==> src/rtl/updown_mod_counter_pkg.sv <==
// updown_mod_counter_pkg: shared mode/direction encodings and default sizes for updown_mod_counter
package updown_mod_counter_pkg;
  localparam logic MODE_WRAP = 1'b0;
  localparam logic MODE_SAT = 1'b1;
  localparam logic DIR_DOWN = 1'b0;
  localparam logic DIR_UP = 1'b1;
  localparam int DEF_WIDTH = 8;
  localparam int DEF_PRESCALE_W = 4;
endpackage

==> src/rtl/updown_mod_counter_prescale_divider.sv <==
// prescale_divider: emits one tick every prescale+1 enabled cycles; clr restarts the period
module prescale_divider
  import updown_mod_counter_pkg::*;
#(
  parameter int PRESCALE_W = DEF_PRESCALE_W
) (
  input  logic                  clk,
  input  logic                  reset,
  input  logic                  en,
  input  logic                  clr,
  input  logic [PRESCALE_W-1:0] prescale,
  output logic                  tick
);
  logic [PRESCALE_W-1:0] div;
  assign tick = en && (div == prescale);
  always_ff @(posedge clk) begin
    if (reset || clr) div <= '0;
    else if (en) div <= tick ? '0 : div + 1'b1;
  end
endmodule

==> src/rtl/updown_mod_counter.sv <==
// updown_mod_counter: loadable up/down counter over [0, limit] with wrap/saturate and terminal-count pulse
// Define UDCNT_PRESCALE_EN to build the step prescaler; otherwise prescale is ignored.
module updown_mod_counter
  import updown_mod_counter_pkg::*;
#(
  parameter int WIDTH = DEF_WIDTH,
  parameter int PRESCALE_W = DEF_PRESCALE_W
) (
  input  logic                  clk,
  input  logic                  reset,
  input  logic                  en,
  input  logic                  load,
  input  logic [WIDTH-1:0]      load_val,
  input  logic                  up,
  input  logic [WIDTH-1:0]      limit,
  input  logic                  sat_mode,
  input  logic [PRESCALE_W-1:0] prescale,
  output logic [WIDTH-1:0]      count,
  output logic                  tc
);
  logic step;
`ifdef UDCNT_PRESCALE_EN
  prescale_divider #(.PRESCALE_W(PRESCALE_W)) u_div (
    .clk(clk),
    .reset(reset),
    .en(en),
    .clr(load),
    .prescale(prescale),
    .tick(step)
  );
`else
  logic unused_prescale;
  assign unused_prescale = ^prescale;
  assign step = en;
`endif
  logic at_bound;
  logic [WIDTH-1:0] load_clamp, next_up, next_down;
  always_comb begin
    at_bound = (up == DIR_UP) ? (count >= limit) : (count == '0);
    load_clamp = (load_val > limit) ? limit : load_val;
    next_up = at_bound ? ((sat_mode == MODE_SAT) ? limit : '0) : count + 1'b1;
    // a count left above a lowered limit is pulled back to the limit first
    next_down = (count > limit) ? limit : at_bound ? ((sat_mode == MODE_SAT) ? '0 : limit) : count - 1'b1;
  end
  always_ff @(posedge clk) begin
    if (reset) begin
      count <= '0;
      tc <= 1'b0;
    end else if (load) begin
      count <= load_clamp;
      tc <= 1'b0;
    end else begin
      if (step) count <= (up == DIR_UP) ? next_up : next_down;
      tc <= step && at_bound;
    end
  end
endmodule

==> config.mk <==
export PLATFORM = sky130hd
export DESIGN_NAME = updown_mod_counter
export DESIGN_NICKNAME = d
export VERILOG_FILES = /design/src/rtl/updown_mod_counter_pkg.sv /design/src/rtl/updown_mod_counter_prescale_divider.sv /design/src/rtl/updown_mod_counter.sv
export SDC_FILE = /design/constraint.sdc
export NUM_CORES = 1
export LEC_CHECK = 0
export CORE_MARGIN = 2
export CORE_UTILIZATION = 46
export DETAILED_ROUTE_END_ITERATION = 6
export MAX_ROUTING_LAYER = met4
export PLACE_DENSITY = 0.79
export SETUP_SLACK_MARGIN = 0.3
export SYNTH_ARGS = -nofsm -noshare
export SYNTH_HDL_FRONTEND = slang
export SYNTH_SLANG_ARGS = --single-unit
==> constraint.sdc <==
create_clock -name clk -period 2.6 [get_ports clk]
set_input_delay 0.52 -clock clk [delete_from_list [all_inputs] [get_ports clk]]
set_output_delay 0.52 -clock clk [all_outputs]
set_load 0.05 [all_outputs]
Word level (Yosys, flattened, before mapping)
Cells that the tools add are included.
- add/sub/neg operators: 2
- order comparisons: 3
- multiplexer cells: 10
- reductions and logical operators: 4
- operators by type and width (kind ; count):
    $mux W8 ; 9
    $gt A8 B8 Y1 ; 2
    $add A8 B1 Y8 const B ; 1
    $ge A8 B8 Y1 ; 1
    $logic_not A8 Y1 ; 1
    $sub A8 B1 Y8 const B ; 1
    $reduce_bool A2 Y1 ; 1
    $reduce_or A2 Y1 ; 1
    $logic_and A1 B1 Y1 ; 1
    $mux W1 ; 1
- register bits: 9
- output and inout bits: 9
- word-level logic and storage cells: 21

Longest topological paths before layout
Gate-level depths: netlist of the first run.
- word-level depth: 7
- mapped depth: 9
- mapped depth without buffers: 8

Worst setup path after synthesis of the first run
Ideal clock, no wire load.
- path type: register to register
- start point: register count[0]
- end point: register count[5]
- library setup time: 0.117 ns
- arrival: 2.779 ns
- data required time: 2.483 ns
- setup slack: -0.296 ns
- stages on the path, launching flop included: 10
- path buffers: 1
- clock period less this slack: 2.896 ns
- path through: dfxtp_1 > clkbuf_1 > inv_1 > ha_1 > nand4_1 > nor2_1 > mux2_4 > a211o_2 > a221o_1 > a32o_1
- longest elaborated chain between the ends: 7
- RTL lines (element ; line ; text):
    start, declared ; updown_mod_counter.sv:18 ; output logic [WIDTH-1:0] count,
    start signal, assigned ; updown_mod_counter.sv:50 ; count <= load_clamp;
    start signal, assigned ; updown_mod_counter.sv:53 ; if (step) count <= (up == DIR_UP) ? next_up : next_down;
    $ge A8 B8 Y1 or $logic_not A8 Y1 (tied branches) ; updown_mod_counter.sv:39 ; at_bound = (up == DIR_UP) ? (count >= limit) : (count == '0);
    $mux W1 ; updown_mod_counter.sv:39 ;
    $mux W8 (2 in series) ; updown_mod_counter.sv:43 ; next_down = (count > limit) ? limit : at_bound ? ((sat_mode == MODE_SAT) ? '0 : limit) : count - 1'b1;
    $mux W8 (*) (2 in series) ; updown_mod_counter.sv:53 ;
    $mux W8 (*) ; updown_mod_counter.sv:49 ; end else if (load) begin
Every way passes the cells marked *; elsewhere a longest branch is shown, timed or not. The select of a mux whose other input is x is not followed.
A chain may end at the register's enable or synchronous reset.

Final worst setup path of the first run
- start point: input port limit[7]
- end point: register count[1]
- longest elaborated chain between the ends: 7
- RTL lines (element ; line ; text):
    start, declared ; updown_mod_counter.sv:15 ; input logic [WIDTH-1:0] limit,
    $ge A8 B8 Y1 ; updown_mod_counter.sv:39 ;
    $mux W1 ; updown_mod_counter.sv:39 ;
    $mux W8 (2 in series) ; updown_mod_counter.sv:43 ;
    $mux W8 (2 in series) ; updown_mod_counter.sv:53 ;
    $mux W8 (*) ; updown_mod_counter.sv:49 ;
Marks and branches as above.

==> flow_summary.json, run 1 <==
{
  "final_cell_mix": "buf_4, clkdlybuf4s50_1, nor2_1, ha_4, xor2_1",
  "final_layout_size_suffix_gt1_share_pct": 48.3,
  "post-place-ws_ns": -0.495,
  "min_delay_path_depth": 4,
  "die_width_um": 61.9,
  "final_hold_viol_count": 0,
  "floorplan.initialDensity_pct": 47.0,
  "post_layout_net_count": 348,
  "netSwitchingPower_mw": 0.555,
  "clock_tree.htree_level_count": 1,
  "hold_path.class": "input port to flip-flop",
  "result_of_the_run": "finished with violations",
  "power.static_leakage_nw": 1.16,
  "yosys_most_used_dff": "dfxtp_1",
  "detail_route.drc_violations": 45,
  "async_flop_share_pct": 0,
  "drt_pass1_iterations": 7,
  "ys_seq_elements": 9,
  "synth_top_area_share_pct": 15.4,
  "violations": "DRC",
  "grt_setup_unrepaired": "yes",
  "boundaryPins": 35,
  "sw_frac_of_total_pct": 48.3,
  "post-route-min-period_ns": 2.39,
  "ys_warn_count": 0,
  "postRouteWirelength_um": 8050,
  "syn_avg_cell_area_um2": 7.64,
  "worstPathRequired_ns": 2.76,
  "worst_setup_ep_type": "flip-flop",
  "worstSkewPairLatency_ns": 0.28,
  "cells_after_synthesis": 202,
  "cts_made_buffers": 3,
  "detailroute.via_count": 2355,
  "synth_largest_area_cell": "ha_1",
  "cts_tree": "done",
  "syn-num-nets": 247,
  "final-max-slew-violation-count": 0,
  "area.growth.synth_to_final_pct": 80.6,
  "ctsHoldBuffers": 0,
  "initial_antenna_violation_count": 0,
  "die-height_um": 61.9,
  "post_dr_vias_cell": 6.77,
  "core_footprint_um2": 3280,
  "cts_num_sinks": 9,
  "worstPathCellList": "buf_8, clkinvlp_4, ha_4, nand4_1, buf_6, buf_4, buf_4, a31o_1, a211oi_1, a211oi_1, o32ai_1",
  "synth_enable_flop_cells": 0,
  "arrival_ns": 2.55,
  "share_clk_of_total_power_pct": 11.0,
  "start_kind": "input port",
  "standard_cell_row_count": 21,
  "ir_worst_vdd_mv": 0.308,
  "tightest_pin_transition_ns": 0.532,
  "finalSetupViolations": 0,
  "synth.top_cells.by_area": "ha_1, dfxtp_1, xor2_1",
  "timing.critical_path.fanout_max": 5,
  "clk_transition_reported_paths_ns": 0.08,
  "layout.filler_cells": 179,
  "layout_setup_ws_ns": 0.214,
  "dp_wirelength_um": 4630,
  "first_global_vias": 1999,
  "synth_area_um2": 1540,
  "final_common_cell": "buf_4",
  "maxSlewHeadroom_pct": 64.4,
  "grt_max_degree": 16,
  "max_cap_violations": 0,
  "fin_skew_ns": 0.0114,
  "numPortBuffers": 30,
  "drtIter0Drc": 325,
  "gp_routability_congestion": 0.957,
  "power_density_nw_per_um2": 412,
  "detail_route.wl_per_cell_um": 23.1,
  "globalRouteTotalUtil_pct": 35.2,
  "internal_power_mw": 0.594,
  "yosys.cell_types.count": 49,
  "hold_ws_ns": 0.687,
  "maxClockFrequency_mhz": 419,
  "cpPeakStageDelay_ns": 0.36,
  "max-clock-path-buffers": 2,
  "timing.reg2reg.worst_path_depth": 7,
  "grt_pass1_wl_um": 9490,
  "die_area_um2": 3830,
  "cts.root.buffer_cell": "clkbuf_4",
  "layout.core_utilization_pct": 84.8,
  "finalCritPeriodShare_pct": 91.8,
  "total_global_routing_overflow": 0,
  "route.antenna.remaining_nets": 0,
  "combinational_power_share_pct": 71.8,
  "slowest_stage": "a211oi_1",
  "criticalPathCategory": "input port to flip-flop",
  "antenna_fix_cells": 0,
  "design_power_total_mw": 1.15,
  "seq_power_share_pct": 17.1,
  "synth_sequential_area_ratio_pct": 11.7
}
==> final cells by class <==
cell class                 count  area (um2)  share of cell area, %
timing repair buffer         107         861                   30.9
sequential                     9         205                   7.36
tap                           46        57.6                   2.07
inverter                      15        62.6                   2.25
multi-input combinational    167        1570                   56.5
clock buffer                   4        26.3                  0.943
==> flip-flops by register name, indices dropped and copies added (netlist names) <==
register  cells
count         8
tc            1
==> power groups by stage <==
| stage | Combinational, mW | Clock, mW | Sequential, mW |
|---|---|---|---|
| 3_3_place_gp | 0.598 | 0 | 0.202 |
| 4_1_cts | 0.661 | 0.119 | 0.207 |
| 2_1_floorplan | 0.317 | 0 | 0.238 |
| 5_1_grt | 0.864 | 0.134 | 0.198 |
| 6_report | 0.825 | 0.127 | 0.197 |
| 3_5_place_dp | 0.608 | 0 | 0.203 |
==> path summary, 6_finish.rpt <==
check / slack [ns] / to / from
worst min-delay path: 0.69 / count[6]$_SDFFE_PP0P_ / limit[6]
worst min register to register: 0.73 / count[1]$_SDFFE_PP0P_ / count[1]$_SDFFE_PP0P_
worst max register to register: 0.22 / count[7]$_SDFFE_PP0P_ / count[5]$_SDFFE_PP0P_
worst max-delay path: 0.21 / count[1]$_SDFFE_PP0P_ / limit[7]
==> Yosys cell counts (all sizes together) (4+ instances only) <==
library cell / number
ha: 19
o211ai: 6
clkbuf: 9
nand2: 8
nor3: 9
o32ai: 4
a211oi: 8
a21oi: 11
nand3: 5
nand4: 7
dfxtp: 9
o31ai: 4
o21ai: 9
nor2: 16
mux2i: 5
a31oi: 5
inv: 15
a221oi: 7
xor2: 10
==> metrics by stage <==
step | instance area (um2) | std cells | setup TNS (ns)
global placement | 2320 | 321 | -2.51
global route | 2790 | 348 | 0
finish | 2790 | 348 | 0
CTS | 2580 | 333 | 0
floorplan | 1620 | 202 | 0
detailed placement | 2320 | 321 | -3.46
==> layer usage <==
layer	global-route usage, %	share of wire, %	vias to the layer above
li1	-	-	990
met1	43.2	36	1088
met2	55.6	47	209
met3	7.87	10	68
met4	14.6	6.4	0
met5	-	0	-
==> critical path, delay by kind of cell <==
| kind | cells | cell delay [ns] |
|---|---|---|
| adders and majority gates | 1 | 0.29 |
| AOI/OAI and AO/OA | 4 | 1.04 |
| and+or+nand+nor | 1 | 0.10 |
| buffers and inverters | 5 | 0.60 |
==> logic make-up after synthesis <==
kind of cell               count (synthesis)  share of synthesized area, %
buffers and inverters                     26                          6.89
adders and majority gates                 19                          15.4
and+or+nand+nor                           61                          21.9
xor gates and xnor gates                  11                          6.24
AOI/OAI and AO/OA                         70                          33.7
DFF                                        9                          11.7
muxes                                      6                          4.22
==> repair_timing <==
action	in CTS	in global routing
pin swaps	30	26
gates resized for setup	68	22
cloned	0	0
buffers inserted	8	15
setup endpoints to repair	9	8
(Power assumes the default switching activity.)
==> run 2, diff against run 1 <==
Settings changed: CTS_CLUSTER_SIZE from default to 25, RECOVER_POWER from default to 100.
==> run 2 against run 1 <==
The flow still finishes with violations (DRC); flip-flop and latch count unchanged; sequential power about the same; clock skew increased by 0.0015 ns; largest power group unchanged.
==> flow_summary.json, run 2 (synthesis results as in run 1) <==
{
  "hold_ws_ns": 0.685,
  "antenna_fix_cells": 0,
  "hold_path.class": "input port to flip-flop",
  "share_clk_of_total_power_pct": 11.1,
  "max_cap_violations": 0,
  "largest_registers": "count (8), tc (1)",
  "detail_route.wl_per_cell_um": 23.4,
  "fin_skew_ns": 0.0128,
  "worst_setup_ep_type": "flip-flop",
  "maxClockFrequency_mhz": 400,
  "globalRouteTotalUtil_pct": 35.2,
  "largest_register_ff_count": 8,
  "result_of_the_run": "finished with violations",
  "layout_setup_ws_ns": 0.101,
  "start_kind": "input port",
  "first_global_vias": 1999,
  "regMostFlops": "count",
  "post-place-ws_ns": -0.495,
  "critical_path.top_delay_family": "compound AO/OA/AOI/OAI gates",
  "dp_wirelength_um": 4630,
  "core_footprint_um2": 3280,
  "post_dr_vias_cell": 6.83,
  "timing.reg2reg.worst_path_depth": 7,
  "timing.reg2reg.setup_slack_ns": 0.22,
  "floorplan.initialDensity_pct": 47.0,
  "critical_path_depth": 11,
  "count_of_buffer_and_inverter_cells_on_the_critical_path": 5,
  "slowest_stage": "a211oi_1",
  "arrival_ns": 2.67,
  "detail_route.drc_violations": 17,
  "postRouteWirelength_um": 8140,
  "netSwitchingPower_mw": 0.554,
  "final_common_cell": "buf_4",
  "startpoint": "limit[7]",
  "worstPathRequired_ns": 2.77,
  "standard_cell_row_count": 21,
  "timing.critical_path.to": "count[1]$_SDFFE_PP0P_",
  "combinational_power_share_pct": 71.7,
  "grt_max_degree": 16,
  "multiInputGateArea_um2": 1570,
  "timing.critical_path.fanout_max": 5,
  "post-route-min-period_ns": 2.50,
  "regToRegStartpoint": "count[5]$_SDFFE_PP0P_",
  "worstSkewPairLatency_ns": 0.29,
  "ctsHoldBuffers": 0,
  "layout.filler_cells": 181,
  "power_density_nw_per_um2": 411,
  "drt_pass1_iterations": 7,
  "clock_tree.htree_level_count": 1,
  "boundaryPins": 35,
  "violations": "DRC",
  "maxSlewHeadroom_pct": 63.8,
  "worstPathCellList": "buf_8, clkinvlp_2, ha_4, nand4_1, buf_6, buf_4, buf_4, a31o_1, a211oi_1, a211oi_1, o32ai_1",
  "final_layout_size_suffix_gt1_share_pct": 48.0,
  "final-max-slew-violation-count": 0,
  "final-seq-area_um2": 205,
  "post_layout_net_count": 348,
  "finalSetupViolations": 0,
  "detailroute.via_count": 2376,
  "total_global_routing_overflow": 0,
  "critical_path.reg2reg.endpoint": "count[7]$_SDFFE_PP0P_",
  "tightest_pin_transition_ns": 0.541,
  "internal_power_mw": 0.587,
  "sw_frac_of_total_pct": 48.5,
  "area.growth.synth_to_final_pct": 80.0,
  "route.antenna.remaining_nets": 0,
  "criticalPathCategory": "input port to flip-flop",
  "cts_tree": "done",
  "die-height_um": 61.9,
  "cts_made_buffers": 3,
  "cpPeakStageDelay_ns": 0.37,
  "max-clock-path-buffers": 2,
  "grt_pass1_wl_um": 9490,
  "cts.root.buffer_cell": "clkbuf_4",
  "ir_worst_vdd_mv": 0.306,
  "seq_power_share_pct": 17.2,
  "die_area_um2": 3830,
  "grt_setup_unrepaired": "yes",
  "initial_antenna_violation_count": 0,
  "power.static_leakage_nw": 1.18,
  "die_width_um": 61.9,
  "gp_routability_congestion": 0.957,
  "clk_transition_reported_paths_ns": 0.08,
  "finalCritPeriodShare_pct": 96.1,
  "final_cell_mix": "buf_4, nor2_1, ha_4",
  "numPortBuffers": 30,
  "final_hold_viol_count": 0,
  "cts_num_sinks": 9,
  "drtIter0Drc": 348
}
[run 2: cell count changes in the layout (fill, tap and decap cells not counted), sizes merged]
cell,previous run,this run
clkdlybuf4s50,14,5
dlygate4sd3,0,9
[run 2: how the worst min path moves through the flow]
stage,depth (start not counted),slack [ns],to,start
3_3_place_gp,2,0.66,count[1]$_SDFFE_PP0P_,count[1]$_SDFFE_PP0P_
2_1_floorplan,2,0.68,count[4]$_SDFFE_PP0P_,limit[4]
4_1_cts,4,0.66,count[4]$_SDFFE_PP0P_,limit[4]
6_report,4,0.68,count[6]$_SDFFE_PP0P_,limit[6]
3_5_place_dp,2,0.66,count[1]$_SDFFE_PP0P_,count[1]$_SDFFE_PP0P_
5_1_grt,4,0.68,count[4]$_SDFFE_PP0P_,limit[4]
[run 2: layout make-up]
| class | count | area share [%] |
|---|---|---|
| clock buffer | 4 | 0.946 |
| tap | 46 | 2.07 |
| multi-input combinational | 167 | 56.4 |
| sequential | 9 | 7.39 |
| timing repair buffer | 107 | 31.0 |
| inverter | 15 | 2.16 |
[run 2: tightest hold or removal path, cell delays in order]
cell and delay, ns:
buf_2 0.11, buf_4 0.13, o21ai_1 0.09, a221oi_2 0.07
[run 2: metal layers]
metal	GRT usage, %	wire [um]	part of all wire [%]	vias up
met5	-	0	0	-
met4	14.6	493	6.1	0
met3	7.87	965	12	80
met2	55.6	3780	46	238
met1	43.2	2910	36	1073
li1	-	-	-	985
[run 2: power by group through the flow]
stage                     logic (mW)  registers [mW]  clock network, mW
after floorplan                0.317           0.238                  0
after global placement         0.598           0.202                  0
after detailed placement       0.608           0.203                  0
after CTS                      0.661           0.207              0.119
after global routing           0.856           0.198              0.134
final                          0.818           0.197              0.127
[run 2: what timing repair did]
action / CTS / global route
gates resized for setup: 68 / 22
hold endpoints to repair: 0 / 0
setup buffers: 8 / 15
pin swaps: 30 / 26
setup endpoints to repair: 9 / 8
[run 2: per-stage QoR]
step / power, mW / cell area, um2 / TNS [ns] / instances / util, %
after floorplan: 0.554 / 1620 / 0 / 202 / -
after global placement: 0.800 / 2320 / -2.51 / 321 / 70.7
after detailed placement: 0.811 / 2320 / -3.46 / 321 / 70.7
after CTS: 0.986 / 2580 / 0 / 333 / 78.6
after global routing: 1.19 / 2780 / 0 / 348 / 84.6
final: 1.14 / 2780 / 0 / 348 / 84.6
